### src/rtl/cmd_loader_pkg.sv
// cmd_loader_pkg: shared types and helpers for the /CMD loader.
//   state_t     - parser state encoding
//   REC_LOAD    - /CMD load-block record type
//   REC_XFER    - /CMD transfer-address record type
//   len_to_cnt  - record length byte to payload byte count (0 means 256)
package cmd_loader_pkg;

    localparam logic [7:0] REC_LOAD = 8'h01;
    localparam logic [7:0] REC_XFER = 8'h02;

    typedef enum logic [3:0] {
        ST_IDLE,
        ST_RAW,
        ST_TYPE,
        ST_LEN1,
        ST_ALO,
        ST_AHI,
        ST_DATA,
        ST_XLEN,
        ST_XLO,
        ST_XHI,
        ST_SLEN,
        ST_SKIP,
        ST_DONE
    } state_t;

    // The length byte counts overhead bytes (ovh) that are not payload.
    // An 8-bit remainder of zero stands for a full 256-byte block.
    function automatic logic [8:0] len_to_cnt(input logic [7:0] len, input logic [7:0] ovh);
        logic [7:0] d;
        d = len - ovh;
        return (d == 8'd0) ? 9'd256 : {1'b0, d};
    endfunction

endpackage

### src/rtl/cmd_loader_if.sv
// cmd_loader_if: byte stream from data_io plus the Z80 memory write port.
//   downloading, index, in_wr, in_addr, in_data - from data_io (master drives)
//   mem_wr, mem_addr, mem_data                  - write port (slave drives)
interface cmd_loader_if;
    logic        downloading;
    logic [4:0]  index;
    logic        in_wr;
    logic [24:0] in_addr;
    logic [7:0]  in_data;
    logic        mem_wr;
    logic [15:0] mem_addr;
    logic [7:0]  mem_data;

    modport master (
        output downloading, index, in_wr, in_addr, in_data,
        input  mem_wr, mem_addr, mem_data
    );

    modport slave (
        input  downloading, index, in_wr, in_addr, in_data,
        output mem_wr, mem_addr, mem_data
    );
endinterface

### src/rtl/cmd_loader_sync_edge.sv
// sync_edge: 2-FF synchroniser for a slow level, with rise/fall pulses.
//   clk, reset_n - clock and asynchronous active-low reset
//   d            - asynchronous input level
//   rise, fall   - one-cycle pulses on synchronised edges
module sync_edge (
    input  logic clk,
    input  logic reset_n,
    input  logic d,
    output logic rise,
    output logic fall
);
    // sr[1] is the synchronised level, sr[2] its previous value.
    logic [2:0] sr;

    always_ff @(posedge clk or negedge reset_n) begin
        if (!reset_n) sr <= '0;
        else          sr <= {sr[1:0], d};
    end

    assign rise = sr[1] & ~sr[2];
    assign fall = ~sr[1] & sr[2];
endmodule

### src/rtl/cmd_loader.sv
// cmd_loader: consumes the data_io byte stream. For index CMD_INDEX it parses
// TRS-80 /CMD records into Z80 RAM writes and captures the transfer address;
// for any other index bytes go straight to memory at in_addr + RAW_BASE.
//   clk, reset_n   - clock, asynchronous active-low reset
//   bus (slave)    - data_io byte stream in, memory write port out
//   busy           - download being consumed
//   exec_addr      - entry address from the transfer record
//   exec_valid     - transfer record seen in the last /CMD load
//   load_err       - last /CMD load malformed
//   run_req        - only with CMDLOAD_AUTORUN_EN: pulse 1 clk after end of a
//                    clean load that had a transfer record
module cmd_loader
    import cmd_loader_pkg::*;
#(
    parameter logic [4:0]  CMD_INDEX = 5'd1,
    parameter logic [15:0] RAW_BASE  = 16'h0000
) (
    input  logic         clk,
    input  logic         reset_n,
    cmd_loader_if.slave  bus,
    output logic         busy,
    output logic [15:0]  exec_addr,
    output logic         exec_valid,
`ifdef CMDLOAD_AUTORUN_EN
    output logic         run_req,
`endif
    output logic         load_err
);
    logic        rise, fall;
    state_t      state, state_n;
    logic        cmd_mode, cmd_mode_n;
    logic [8:0]  cnt, cnt_n;
    logic [15:0] ptr, ptr_n;
    logic [15:0] exec_addr_n;
    logic        exec_valid_n, load_err_n, busy_n;
    logic        mem_wr_n;
    logic [15:0] mem_addr_n;
    logic [7:0]  mem_data_n;
    logic        run_n;
    logic        unused_addr_hi;

    assign unused_addr_hi = ^bus.in_addr[24:16];

    sync_edge u_sync (
        .clk     (clk),
        .reset_n (reset_n),
        .d       (bus.downloading),
        .rise    (rise),
        .fall    (fall)
    );

    always_ff @(posedge clk or negedge reset_n) begin
        if (!reset_n) begin
            state        <= ST_IDLE;
            cmd_mode     <= 1'b0;
            cnt          <= '0;
            ptr          <= '0;
            exec_addr    <= '0;
            exec_valid   <= 1'b0;
            load_err     <= 1'b0;
            busy         <= 1'b0;
            bus.mem_wr   <= 1'b0;
            bus.mem_addr <= '0;
            bus.mem_data <= '0;
`ifdef CMDLOAD_AUTORUN_EN
            run_req      <= 1'b0;
`endif
        end else begin
            state        <= state_n;
            cmd_mode     <= cmd_mode_n;
            cnt          <= cnt_n;
            ptr          <= ptr_n;
            exec_addr    <= exec_addr_n;
            exec_valid   <= exec_valid_n;
            load_err     <= load_err_n;
            busy         <= busy_n;
            bus.mem_wr   <= mem_wr_n;
            bus.mem_addr <= mem_addr_n;
            bus.mem_data <= mem_data_n;
`ifdef CMDLOAD_AUTORUN_EN
            run_req      <= run_n;
`endif
        end
    end

    always_comb begin
        state_n      = state;
        cmd_mode_n   = cmd_mode;
        cnt_n        = cnt;
        ptr_n        = ptr;
        exec_addr_n  = exec_addr;
        exec_valid_n = exec_valid;
        load_err_n   = load_err;
        busy_n       = busy;
        mem_wr_n     = 1'b0;
        mem_addr_n   = bus.mem_addr;
        mem_data_n   = bus.mem_data;
        run_n        = 1'b0;

        if (rise) begin
            // A rise always restarts, even mid-load.
            cmd_mode_n   = (bus.index == CMD_INDEX);
            exec_valid_n = 1'b0;
            load_err_n   = 1'b0;
            busy_n       = 1'b1;
            state_n      = (bus.index == CMD_INDEX) ? ST_TYPE : ST_RAW;
        end else begin
            if (bus.in_wr) begin
                case (state)
                    ST_IDLE: ;
                    ST_RAW: begin
                        mem_wr_n   = 1'b1;
                        mem_addr_n = bus.in_addr[15:0] + RAW_BASE;
                        mem_data_n = bus.in_data;
                    end
                    ST_TYPE: begin
                        if (bus.in_data == REC_LOAD)      state_n = ST_LEN1;
                        else if (bus.in_data == REC_XFER) state_n = ST_XLEN;
                        else                              state_n = ST_SLEN;
                    end
                    ST_LEN1: begin
                        // Length includes the two address bytes.
                        cnt_n   = len_to_cnt(bus.in_data, 8'd2);
                        state_n = ST_ALO;
                    end
                    ST_ALO: begin
                        ptr_n[7:0] = bus.in_data;
                        state_n    = ST_AHI;
                    end
                    ST_AHI: begin
                        ptr_n[15:8] = bus.in_data;
                        state_n     = ST_DATA;
                    end
                    ST_DATA: begin
                        mem_wr_n   = 1'b1;
                        mem_addr_n = ptr;
                        mem_data_n = bus.in_data;
                        ptr_n      = ptr + 16'd1;
                        cnt_n      = cnt - 9'd1;
                        if (cnt == 9'd1) state_n = ST_TYPE;
                    end
                    ST_XLEN: state_n = ST_XLO;
                    ST_XLO: begin
                        exec_addr_n[7:0] = bus.in_data;
                        state_n          = ST_XHI;
                    end
                    ST_XHI: begin
                        exec_addr_n[15:8] = bus.in_data;
                        exec_valid_n      = 1'b1;
                        state_n           = ST_DONE;
                    end
                    ST_SLEN: begin
                        cnt_n   = len_to_cnt(bus.in_data, 8'd0);
                        state_n = ST_SKIP;
                    end
                    ST_SKIP: begin
                        cnt_n = cnt - 9'd1;
                        if (cnt == 9'd1) state_n = ST_TYPE;
                    end
                    ST_DONE: load_err_n = 1'b1;
                    default: state_n = ST_IDLE;
                endcase
            end

            // End is judged on the state after any byte in this same cycle.
            if (fall && state != ST_IDLE) begin
                busy_n = 1'b0;
                if (cmd_mode && state_n != ST_TYPE && state_n != ST_DONE)
                    load_err_n = 1'b1;
                run_n   = exec_valid_n & ~load_err_n;
                state_n = ST_IDLE;
            end
        end
    end
endmodule

### src/flat_wrapper.sv
// flat-port wrapper written by rule: the top's interface ports become plain ports
module cmd_loader_flat import cmd_loader_pkg::*;
#(
    parameter logic [4:0]  CMD_INDEX = 5'd1,
    parameter logic [15:0] RAW_BASE  = 16'h0000
)
  (clk, reset_n, busy, exec_addr, exec_valid, load_err, bus_downloading, bus_index, bus_in_wr, bus_in_addr, bus_in_data, bus_mem_wr, bus_mem_addr, bus_mem_data);
  cmd_loader_if bus_i ();
  input  logic clk;
  input  logic reset_n;
  output logic busy;
  output logic [15:0] exec_addr;
  output logic exec_valid;
  output logic load_err;
  input wire logic [$bits(bus_i.downloading)-1:0] bus_downloading;
  input wire logic [$bits(bus_i.index)-1:0] bus_index;
  input wire logic [$bits(bus_i.in_wr)-1:0] bus_in_wr;
  input wire logic [$bits(bus_i.in_addr)-1:0] bus_in_addr;
  input wire logic [$bits(bus_i.in_data)-1:0] bus_in_data;
  output wire logic [$bits(bus_i.mem_wr)-1:0] bus_mem_wr;
  output wire logic [$bits(bus_i.mem_addr)-1:0] bus_mem_addr;
  output wire logic [$bits(bus_i.mem_data)-1:0] bus_mem_data;
  assign bus_i.downloading = bus_downloading;
  assign bus_i.index = bus_index;
  assign bus_i.in_wr = bus_in_wr;
  assign bus_i.in_addr = bus_in_addr;
  assign bus_i.in_data = bus_in_data;
  assign bus_mem_wr = bus_i.mem_wr;
  assign bus_mem_addr = bus_i.mem_addr;
  assign bus_mem_data = bus_i.mem_data;
  cmd_loader #(.CMD_INDEX(CMD_INDEX), .RAW_BASE(RAW_BASE)) u_core (.clk(clk), .reset_n(reset_n), .bus(bus_i), .busy(busy), .exec_addr(exec_addr), .exec_valid(exec_valid), .load_err(load_err));
endmodule
### config.mk
export PLATFORM = sky130hd
export DESIGN_NAME = cmd_loader_flat
export DESIGN_NICKNAME = d
export VERILOG_FILES = /design/src/rtl/cmd_loader_pkg.sv /design/src/rtl/cmd_loader_if.sv /design/src/rtl/cmd_loader_sync_edge.sv /design/src/rtl/cmd_loader.sv /design/src/flat_wrapper.sv
export SDC_FILE = /design/constraint.sdc
export NUM_CORES = 1
export LEC_CHECK = 0
export BUFFER_PORTS_ARGS = -buffer_cell sky130_fd_sc_hd__buf_2
export CORE_MARGIN = 3
export CORE_UTILIZATION = 40
export DETAILED_ROUTE_END_ITERATION = 8
export PLACE_DENSITY_LB_ADDON = 0.15
export SLEW_MARGIN = 25
export SYNTH_ARGS = -nofsm -noshare
export SYNTH_HDL_FRONTEND = slang
export SYNTH_SLANG_ARGS = --single-unit
export TNS_END_PERCENT = 1
### constraint.sdc
create_clock -name clk -period 2.2 [get_ports clk]
set_clock_uncertainty 0.05 [all_clocks]
set_input_delay 0.11 -clock clk [delete_from_list [all_inputs] [get_ports clk]]
set_output_delay 0.11 -clock clk [all_outputs]
set_load 0.02 [all_outputs]
==> flow_metrics.env <==
export IMPL_die_area_mm2=0.01137
export IMPL_fin_nets=622
export IMPL_synthArstFlopShare_pct=100.0
export IMPL_final_layout_size_suffix_gt1_share_pct=27.37
export IMPL_grt_max_degree=44
export IMPL_arrival_ns=2.40
export IMPL_seq_area_frac_synth_pct=47.56
export IMPL_synth_area_leaders="dfrtp_1, nand2_1, o21ai_0"
export IMPL_dp_cells=683
export IMPL_cts_root_buf="clkbuf_8"
export IMPL_synth_edff_count=0
export IMPL_synth_top_family_by_area="simple AND/OR/NAND/NOR gates"
export IMPL_dpl_worst_slack_ns=-0.07565
export IMPL_synth_top_area_cell="dfrtp_1"
export IMPL_synth_top_area_share_pct=47.56
export IMPL_muxShareOfSynthArea_pct=6.300
export IMPL_routed_wl_um=10940
export IMPL_clk_pin_slew_worst_paths_ns=0.09
export IMPL_antenna_found_initial=0
export IMPL_die_h_um=106.6
export IMPL_insertion_delay_ns=0.36
export IMPL_synth_simple_gate_area_share_pct=20.75
export IMPL_tightest_slew_ns=0.4696
export IMPL_cts_buffer_depth=2
export IMPL_finalMaxSlewViolations=0
export IMPL_fmax_mhz=454.5
export IMPL_synth_seq_cells=77
export IMPL_wl_per_cell_um=15.32
export IMPL_power_density_mw_per_mm2=1102
export IMPL_final_setup_viol_count=1
export IMPL_drc=0
export IMPL_nFillCells=957
export IMPL_port_buffers=76
export IMPL_max_cap_violations=0
export IMPL_overflow=0
export IMPL_vias_per_cell=5.389
export IMPL_ys_warn_count=0
export IMPL_slew_headroom_pct=68.69
export IMPL_crit_family="simple AND/OR/NAND/NOR gates"
export IMPL_avgSynthCellArea_um2=8.827
export IMPL_row_count=36
export IMPL_cp_start_kind="register"
export IMPL_synthXorXnorAreaFrac_pct=1.081
export IMPL_place_gp_congestion=0.8801
export IMPL_worstPathCellList="inv_2, ha_1, or4b_4, o21ai_2, a2111oi_2, or4_1, mux2i_1, a31oi_1"
export IMPL_seq_area_mm2=0.001928
export IMPL_numCtsBuffers=9
export IMPL_grt_use_total_pct=19.71
export IMPL_die_w_um=106.6
export IMPL_grt_pass1_vias=3619
export IMPL_hpwl_um=7960
export IMPL_vdd_drop_max_v=0.0005473
export IMPL_final_core_util_pct=53.15
export IMPL_synth_compound_area_share_pct=18.99
export IMPL_crit_path_top_delay_cell="or4b_4"
export IMPL_dr_total_vias=3848
export IMPL_drt_first_pass_iters=5
export IMPL_hp_class="in -> reg"
export IMPL_fin_crit_ns=2.200
export IMPL_multiInputGateArea_mm2=0.002001
export IMPL_grt_pass1_wl_um=17830
export IMPL_yosys_most_used_dff="dfrtp_1"
export IMPL_io_pin_count=86
export IMPL_start_util_pct=41.26
export IMPL_yosys_area_share_adder_pct=1.235
export IMPL_cts_htree_levels=3
export IMPL_cts_tree="done"
export IMPL_path_class="reg -> reg"
export IMPL_violations="negative setup slack"
export IMPL_stdcell_count=714
export IMPL_ys_types=58
export IMPL_layout_worst_path_cycle_share_pct=100.0
export IMPL_diodes=0
export IMPL_cellLeakagePower_nw=2.571
export IMPL_worstPathMaxFanout=2
export IMPL_final_setup_worst_slack_ns=-0.0001783
export IMPL_end_kind="register"
export IMPL_slowest_delay_ns=0.46
export IMPL_initialDrtViolationCount=208
export IMPL_syn_inst=459
export IMPL_syn_nets=505
export IMPL_synth_area_mm2=0.004051
export IMPL_post_cts_buffers=0
export IMPL_outcome="finished, violations left"
export IMPL_hold_viol=0
export IMPL_fp_coreArea_mm2=0.009819
export IMPL_syn_to_final_growth_pct=28.81
export IMPL_cts_sinks=77
export IMPL_rsz0062_at_grt="yes"
export IMPL_drtAntennaViolNets=0
export IMPL_timing_critical_path_buf_inv=1
export IMPL_tns_ns=-0.0001783
export IMPL_critPathRequiredTime_ns=2.40
-- worst paths after layout --
check,startpoint,end,slack [ns],depth (start not counted)
min in group asynchronous,reset_n,u_core.exec_addr[13]$_DFFE_PN0P_,0.19,2
max in group asynchronous,reset_n,u_core.ptr[14]$_DFFE_PN0P_,1.33,3
max reg2reg,u_core.cnt[1]$_DFFE_PN0P_,u_core.load_err$_DFF_PN0_,-0.0002,8
min,bus_in_addr[1],u_core.bus.mem_addr[1]$_DFFE_PN0P_,0.007,3
min reg2reg,u_core.u_sync.sr[0]$_DFF_PN0_,u_core.u_sync.sr[1]$_DFF_PN0_,0.32,0
max,u_core.cnt[1]$_DFFE_PN0P_,u_core.load_err$_DFF_PN0_,-0.0002,8
-- where the power goes --
| part | switching [mW] | leakage, nW | internal (mW) |
|---|---|---|---|
| clock network | 0.592 | 0.0829 | 0.423 |
| logic | 1.38 | 1.51 | 0.974 |
| registers | 0.406 | 0.974 | 1.98 |
| total | 2.38 | 2.57 | 3.37 |
-- cell type report --
class,count,area share [%]
Clock buffer,9,2.374
Tap cell,133,3.189
Timing Repair Buffer,133,16.97
Inverter,15,1.079
Multi-Input combinational cell,340,38.34
Clock inverter,7,1.103
Sequential cell,77,36.95
-- sequential cells by signal, indices dropped and copies added (netlist names) --
| signal | count |
|---|---|
| u_core.bus.mem_addr | 16 |
| u_core.exec_addr | 16 |
| u_core.ptr | 16 |
| u_core.cnt | 9 |
| u_core.bus.mem_data | 8 |
| u_core.state | 4 |
| u_core.u_sync.sr | 3 |
| u_core.bus.mem_wr | 1 |
| u_core.busy | 1 |
| u_core.cmd_mode | 1 |
| u_core.exec_valid | 1 |
| u_core.load_err | 1 |
-- worst register-to-register path: stages, from the launching register on --
cell and delay (ns):
dfrtp_1 0.40, inv_2 0.06, ha_1 0.12, or4b_4 0.46, o21ai_2 0.16, a2111oi_2 0.09
or4_1 0.46, mux2i_1 0.17, a31oi_1 0.10
-- per-stage QoR --
stage          cell area (um2)  hold slack, ns  total power, mW
2_1_floorplan             4065         -0.2356            3.795
3_5_place_dp              4873         0.05283            4.754
4_1_cts                   5210        0.005083            5.799
6_report                  5219        0.006597            5.753
3_3_place_gp              4873         0.05277            4.695
5_1_grt                   5219         0.03625            6.197
-- Yosys cell counts (all sizes together) (2+ instances only) --
cell     number
and4          2
a41oi         2
nand2        79
nand3        13
dfrtp        77
o21a          5
o22ai         8
nor3b         2
nor2b         4
o21ai        53
mux2i        12
ha            4
and3b         2
clkbuf       24
buf           3
nand2b        5
or4           3
nand4         2
a2bb2oi       2
and3          5
o22a          3
nor3         12
mux2         12
nor4          4
nor2         34
a31oi         7
xnor2         4
nand3b        2
a21o          5
a21oi        29
inv          15
or3           4
-- layout by cell type, fill, tap and decap left out, drive strengths merged, types with 13 or more instances in the layout --
| master | instances |
|---|---|
| a21oi | 29 |
| o21ai | 53 |
| inv | 18 |
| dlygate4sd3 | 15 |
| dfrtp | 77 |
| buf | 118 |
| nand3 | 13 |
| nand2 | 79 |
| nor2 | 34 |
-- metal layers --
layer  up-vias  global-route usage, %  part of all wire [%]  routed length (um)
met1      1851                  28.23                    48                5255
met5         -                      0                     0                   0
met2       119                  30.13                    45                4878
li1       1864                      -                     -                   -
met3        14                  3.492                   5.6                 607
met4         0                  6.941                   1.8                 194
-- timing repair --
item | in CTS | in global routing
pin swaps | 2 | 4
hold endpoints to repair | 48 | 0
setup endpoints to repair | 2 | 5
hold buffers | 15 | 0
gates cloned | 0 | 0
gates resized for setup | 1 | 3
-- cells by family (layout without fill, tap and decap cells) --
logic type               Yosys count  count (layout)
adder cells (fa/ha/maj)            4               4
flip-flops                        77              77
AO/OA/AOI/OAI                    129             129
AND/OR/NAND/NOR                  178             178
multiplexers                      24              24
XOR/XNOR                           5               5
buffers and inverters             42             164
Note: power is estimated with default switching activity, not from simulation.
